--- config.mk ---
export PLATFORM = sky130hd
export DESIGN_NAME = bram_read_streamer_flat
export DESIGN_NICKNAME = d
export VERILOG_FILES = /design/src/rtl/bram_read_streamer_pkg.sv /design/src/rtl/bram_read_streamer_if.sv /design/src/rtl/bram_read_streamer_stream_fifo_reg.sv /design/src/rtl/bram_read_streamer.sv /design/src/flat_wrapper.sv
export SDC_FILE = /design/constraint.sdc
export NUM_CORES = 1
export LEC_CHECK = 0
export BUFFER_PORTS_ARGS = -buffer_cell sky130_fd_sc_hd__buf_4
export CELL_PAD_IN_SITES_DETAIL_PLACEMENT = 2
export CELL_PAD_IN_SITES_GLOBAL_PLACEMENT = 2
export CORE_ASPECT_RATIO = 0.8
export CORE_MARGIN = 3
export CORE_UTILIZATION = 41
export CTS_BUF_LIST = sky130_fd_sc_hd__clkbuf_8
export DETAILED_ROUTE_END_ITERATION = 6
export PLACE_DENSITY_LB_ADDON = 0.12
export SYNTH_ARGS = -nofsm -noshare
export SYNTH_HDL_FRONTEND = slang
export SYNTH_SLANG_ARGS = --single-unit
--- constraint.sdc ---
create_clock -name clock -period 5.1 [get_ports clock]
set_clock_uncertainty 0.05 [all_clocks]
set_input_delay 0.255 -clock clock [delete_from_list [all_inputs] [get_ports clock]]
set_output_delay 0.255 -clock clock [all_outputs]
set_load 0.01 [all_outputs]
--- src/rtl/bram_read_streamer_pkg.sv ---
// bram_read_streamer_pkg: width helper and parameter legality check shared by the read streamer files
package bram_read_streamer_pkg;

    function automatic int clog2(input int n);
        int r;
        r = 0;
        while ((1 << r) < n) r++;
        return r;
    endfunction

    function automatic bit params_ok(input int latency, input int fifo_depth);
        return (latency == 1 || latency == 2) && fifo_depth >= latency + 1 &&
               (fifo_depth & (fifo_depth - 1)) == 0;
    endfunction

endpackage

--- src/rtl/bram_read_streamer_if.sv ---
// bram_read_streamer_if: request and response valid/ready streams of the BRAM read streamer
interface bram_read_streamer_if #(
    parameter int RAM_WIDTH  = 64,
    parameter int ADDR_WIDTH = 9
);
    logic                  req_valid;
    logic                  req_ready;
    logic [ADDR_WIDTH-1:0] req_addr;
    logic                  resp_valid;
    logic                  resp_ready;
    logic [RAM_WIDTH-1:0]  resp_data;

    modport master (
        output req_valid, req_addr, resp_ready,
        input  req_ready, resp_valid, resp_data
    );

    modport slave (
        input  req_valid, req_addr, resp_ready,
        output req_ready, resp_valid, resp_data
    );
endinterface

--- src/rtl/bram_read_streamer_stream_fifo_reg.sv ---
// stream_fifo_reg: register-based circular FIFO exposing occupancy count and head data
module stream_fifo_reg
    import bram_read_streamer_pkg::*;
#(
    parameter  int WIDTH = 64,
    parameter  int DEPTH = 4,
    localparam int PW    = clog2(DEPTH)
) (
    input  logic             clock,
    input  logic             reset_n,
    input  logic             push,
    input  logic             pop,
    input  logic [WIDTH-1:0] din,
    output logic [PW:0]      count,
    output logic [WIDTH-1:0] head
);
    logic [WIDTH-1:0] mem [DEPTH];
    logic [PW-1:0]    rd_ptr;
    logic [PW-1:0]    wr_ptr;

    assign head = mem[rd_ptr];

    // Pointers wrap naturally because DEPTH is a power of two
    always_ff @(posedge clock or negedge reset_n) begin
        if (!reset_n) begin
            rd_ptr <= '0;
            wr_ptr <= '0;
            count  <= '0;
        end else begin
            rd_ptr <= rd_ptr + PW'(pop);
            wr_ptr <= wr_ptr + PW'(push);
            count  <= count + (PW+1)'(push) - (PW+1)'(pop);
        end
    end

    always_ff @(posedge clock) begin
        if (push) mem[wr_ptr] <= din;
    end
endmodule

--- src/rtl/bram_read_streamer.sv ---
// bram_read_streamer: streams BRAM reads, absorbing the RAM read latency in a credit-guarded FIFO
module bram_read_streamer
    import bram_read_streamer_pkg::*;
#(
    parameter int RAM_WIDTH  = 64,
    parameter int ADDR_WIDTH = 9,
    parameter int LATENCY    = 2,
    parameter int FIFO_DEPTH = 4
) (
    input  logic                  clock,
    input  logic                  reset_n,
    bram_read_streamer_if.slave   bus,
    output logic                  busy,
    output logic [ADDR_WIDTH-1:0] ram_addrb,
    output logic                  ram_enb,
    output logic                  ram_regceb,
    input  logic [RAM_WIDTH-1:0]  ram_doutb
);
    localparam int PW = clog2(FIFO_DEPTH);

    if (!params_ok(LATENCY, FIFO_DEPTH)) begin : g_bad_params
        $error("bram_read_streamer: LATENCY must be 1 or 2 and FIFO_DEPTH a power of two >= LATENCY+1");
    end

    logic [LATENCY:1] v;
    logic [PW:0]      count;
    logic [PW:0]      inflight;
    logic             fire;
    logic             push;
    logic             pop;

    assign fire       = bus.req_valid & bus.req_ready;
    assign push       = v[LATENCY];
    assign pop        = bus.resp_valid & bus.resp_ready;
    assign inflight   = (PW+1)'($countones(v));
    // Credit counts reads already in the RAM pipe, so the FIFO can never overflow
    assign bus.req_ready  = reset_n & (({1'b0, inflight} + {1'b0, count}) < (PW+2)'(FIFO_DEPTH));
    assign bus.resp_valid = count != '0;
    assign busy       = (|v) | (|count);
    assign ram_addrb  = bus.req_addr;
    assign ram_enb    = fire;
    assign ram_regceb = LATENCY == 2 ? v[1] : 1'b0;

    always_ff @(posedge clock or negedge reset_n) begin
        if (!reset_n) v <= '0;
        else v <= (v << 1) | LATENCY'(fire);
    end

    stream_fifo_reg #(
        .WIDTH (RAM_WIDTH),
        .DEPTH (FIFO_DEPTH)
    ) u_fifo (
        .clock   (clock),
        .reset_n (reset_n),
        .push    (push),
        .pop     (pop),
        .din     (ram_doutb),
        .count   (count),
        .head    (bus.resp_data)
    );
endmodule

--- src/flat_wrapper.sv ---
// flat-port wrapper written by rule: the top's interface ports become plain ports
module bram_read_streamer_flat import bram_read_streamer_pkg::*;
#(
    parameter int RAM_WIDTH  = 64,
    parameter int ADDR_WIDTH = 9,
    parameter int LATENCY    = 2,
    parameter int FIFO_DEPTH = 4
)
  (clock, reset_n, busy, ram_addrb, ram_enb, ram_regceb, ram_doutb, bus_req_valid, bus_req_addr, bus_resp_ready, bus_req_ready, bus_resp_valid, bus_resp_data);
  bram_read_streamer_if #(.RAM_WIDTH(RAM_WIDTH), .ADDR_WIDTH(ADDR_WIDTH)) bus_i ();
  input  logic clock;
  input  logic reset_n;
  output logic busy;
  output logic [ADDR_WIDTH-1:0] ram_addrb;
  output logic ram_enb;
  output logic ram_regceb;
  input  logic [RAM_WIDTH-1:0] ram_doutb;
  input wire logic [$bits(bus_i.req_valid)-1:0] bus_req_valid;
  input wire logic [$bits(bus_i.req_addr)-1:0] bus_req_addr;
  input wire logic [$bits(bus_i.resp_ready)-1:0] bus_resp_ready;
  output wire logic [$bits(bus_i.req_ready)-1:0] bus_req_ready;
  output wire logic [$bits(bus_i.resp_valid)-1:0] bus_resp_valid;
  output wire logic [$bits(bus_i.resp_data)-1:0] bus_resp_data;
  assign bus_i.req_valid = bus_req_valid;
  assign bus_i.req_addr = bus_req_addr;
  assign bus_i.resp_ready = bus_resp_ready;
  assign bus_req_ready = bus_i.req_ready;
  assign bus_resp_valid = bus_i.resp_valid;
  assign bus_resp_data = bus_i.resp_data;
  bram_read_streamer #(.RAM_WIDTH(RAM_WIDTH), .ADDR_WIDTH(ADDR_WIDTH), .LATENCY(LATENCY), .FIFO_DEPTH(FIFO_DEPTH)) u_core (.clock(clock), .reset_n(reset_n), .bus(bus_i), .busy(busy), .ram_addrb(ram_addrb), .ram_enb(ram_enb), .ram_regceb(ram_regceb), .ram_doutb(ram_doutb));
endmodule
==> results.yml <==
power:
  power.total_w: 0.00603
  p_int_w: 0.00431
  power.switching_w: 0.00172
  p_leak_nw: 4.33
  pwr-share-clk: 0.257
  swShare: 0.286
  power_per_cell_area_nw_per_um2: 485
  ir_drop_mv: 0.299
  p_comb_frac: 0.276
  seq_power_share: 0.468
clock_tree:
  clock_path_buffers: 3
  cts_sinks: 265
  clkTransAtPathRegs_ps: 60
  htreeDepth: 2
  cts-root-buf: "clkbuf_8"
  numCtsBuffers: 42
  clk_latency_ps: 500
  cts_tree: "done"
route:
  drt_first_pass_iters: 4
  drtAntennaViolNets: 0
  routed_via_density: 5.01
  drc: 0
  drt_wl_total_mm: 21.7
  drt_iter0_markers: 215
  vias: 4737
  wl_per_cell_um: 23.0
grt:
  grt_usage: 0.174
  grt-ovfl-total: 0
  grt_first_pass_wirelength_mm: 33.6
  grt_max_degree: 66
  grt_pass1_vias: 5681
  antenna_found_initial: 0
critical_path:
  worst_ep_arrival_time_ps: 2640
  end_kind: "output port"
  cp_data_required_time_ps: 4800
  startpoint_type: "register"
  critical_path_class: "register to output port"
  cp_max_fo: 38
timing:
  slew_violations: 0
  setup_viol: 0
  tightest_slew_ps: 1030
  fin_tns_setup_ps: 0
  fin_crit_sh: 0.578
  max_slew_margin: 0.317
  grt_setup_unrepaired: "no"
  max_freq_ghz: 0.339
  hold_viol: 0
  min_period_ps: 2950
  setup_ws_ps: 2150
cells_and_area:
  seqCellArea_um2: 7920
  multi_input_area_um2: 1690
  fin_util: 0.542
  final_cells: 946
  nets: 694
  final_cell_mix: "edfxtp_1 (256), buf_4 (141), dlygate4sd3_1 (66)"
  mostFrequentLayoutCell: "edfxtp_1"
  drive_gt1_frac: 0.403
  syn2layout_area_growth_pct: 27.5
  fill_cells: 1965
  diodes: 0
die:
  dieWidth_um: 178
  initial_core_util: 0.426
  core_area_um2: 22900
  dieHeight_um: 144
  dieArea_um2: 25700
  num_rows: 49
  io_pins: 155
min_path:
  hold_class: "primary input to async pin"
placement:
  io_buffers: 136
  dp_hpwl_mm: 12.9
  numPlacedInstances: 807
  gp_congestion: 0.712
  post-place-ws_ps: 2570
status:
  status: "finished, final reports clean"
yosys:
  ys_types: 20
  yosysSeqAreaShare: 0.811
  synth_nets: 466
  avgSynthCellArea_um2: 25.5
  synth_seq_cells: 265
  netlist_area_um2: 9760
  yosysWarnings: 0
  syn_inst: 383
job:
  drv_cap: 0
==> routing by layer <==
metal,global-route usage,routed length [um]
met1,0.226,9290
met2,0.298,10800
met3,0.0454,1220
met4,0.0426,385
met5,0,0
==> critical path, stage by stage, from the launching register on <==
cell and delay [ps]:
dfrtp_4 600, buf_4 700, mux4_2 630, buf_4 170
==> logic make-up (layout without fill, tap and decap cells) <==
family                   after synthesis  in the layout  synth area share
XOR/XNOR                               6              6           0.00539
AO/OA/AOI/OAI                          2              2           0.00167
multiplexers                          64             64             0.148
AND/OR/NAND/NOR                       13             13           0.00654
adder cells (fa/ha/maj)                6              6           0.00846
buffers and inverters                 27            284            0.0192
flip-flops                           265            265             0.811
==> sequential cells by signal (all words and copies together), names as in the netlist <==
| signal | flops |
|---|---|
| u_core.u_fifo.count | 3 |
| u_core.u_fifo.mem | 256 |
| u_core.u_fifo.rd_ptr | 2 |
| u_core.u_fifo.wr_ptr | 2 |
| u_core.v | 2 |
==> power by group through the flow <==
stage                     clock, W  sequential (W)  combinational [W]
final                      0.00155         0.00282            0.00166
after global routing       0.00170         0.00286            0.00182
after CTS                  0.00161         0.00283            0.00172
after detailed placement         0         0.00288            0.00167
after global placement           0         0.00286            0.00164
after floorplan                  0         0.00269            0.00110
==> what timing repair did <==
item                                   CTS  global route
endpoints found under the hold margin  266             0
buffers inserted                         0             0
hold buffers                            66             0
gates resized for setup                  0             0
==> cells in the mapped netlist <==
cell	count	area share
and4_1	1	0.00090
o311ai_0	1	0.00090
xnor2_1	4	0.0036
nand2_1	3	0.0012
and3_1	2	0.0013
buf_4	11	0.0085
clkbuf_1	1	0.00038
nand3_1	2	0.0010
nor2_1	3	0.0012
ha_1	5	0.0064
edfxtp_1	256	0.79
inv_1	4	0.0015
buf_6	5	0.0058
dfrtp_1	9	0.023
fa_1	1	0.0021
o31ai_1	1	0.00077
mux4_2	64	0.15
xor2_1	2	0.0018
buf_2	6	0.0031
nor3_1	2	0.0010
==> per-stage QoR <==
step	hold slack (ps)	cell area, um^2
4_1_cts	31.3	12400
3_5_place_dp	47.8	11100
2_1_floorplan	-90.6	9760
5_1_grt	53.7	12400
3_3_place_gp	44.7	11100
6_report	72.6	12400
==> final timing paths <==
path | from | endpoint | slack [ps] | cells past startpoint
setup reg to reg | u_core.v[2] | u_core.u_fifo.mem[0][10] | 2620 | 3
setup / recovery | u_core.u_fifo.rd_ptr[0] | bus_resp_data[28] | 2150 | 3
hold / removal | reset_n | u_core.u_fifo.count[0] | 70 | 2
max in group asynchronous | reset_n | u_core.u_fifo.rd_ptr[0] | 4760 | 2
hold reg to reg | u_core.v[1] | u_core.v[2] | 410 | 0
min in group clock | bus_resp_ready | u_core.u_fifo.rd_ptr[0] | 80 | 3
==> cell type report <==
cell class	instances	area share
Sequential cell	265	0.637
Tap cell	306	0.0308
Clock buffer	43	0.0476
Multi-Input combinational cell	91	0.136
Timing Repair Buffer	207	0.138
Clock inverter	30	0.00966
Inverter	4	0.00121
Power figures use the tool's default switching activity.
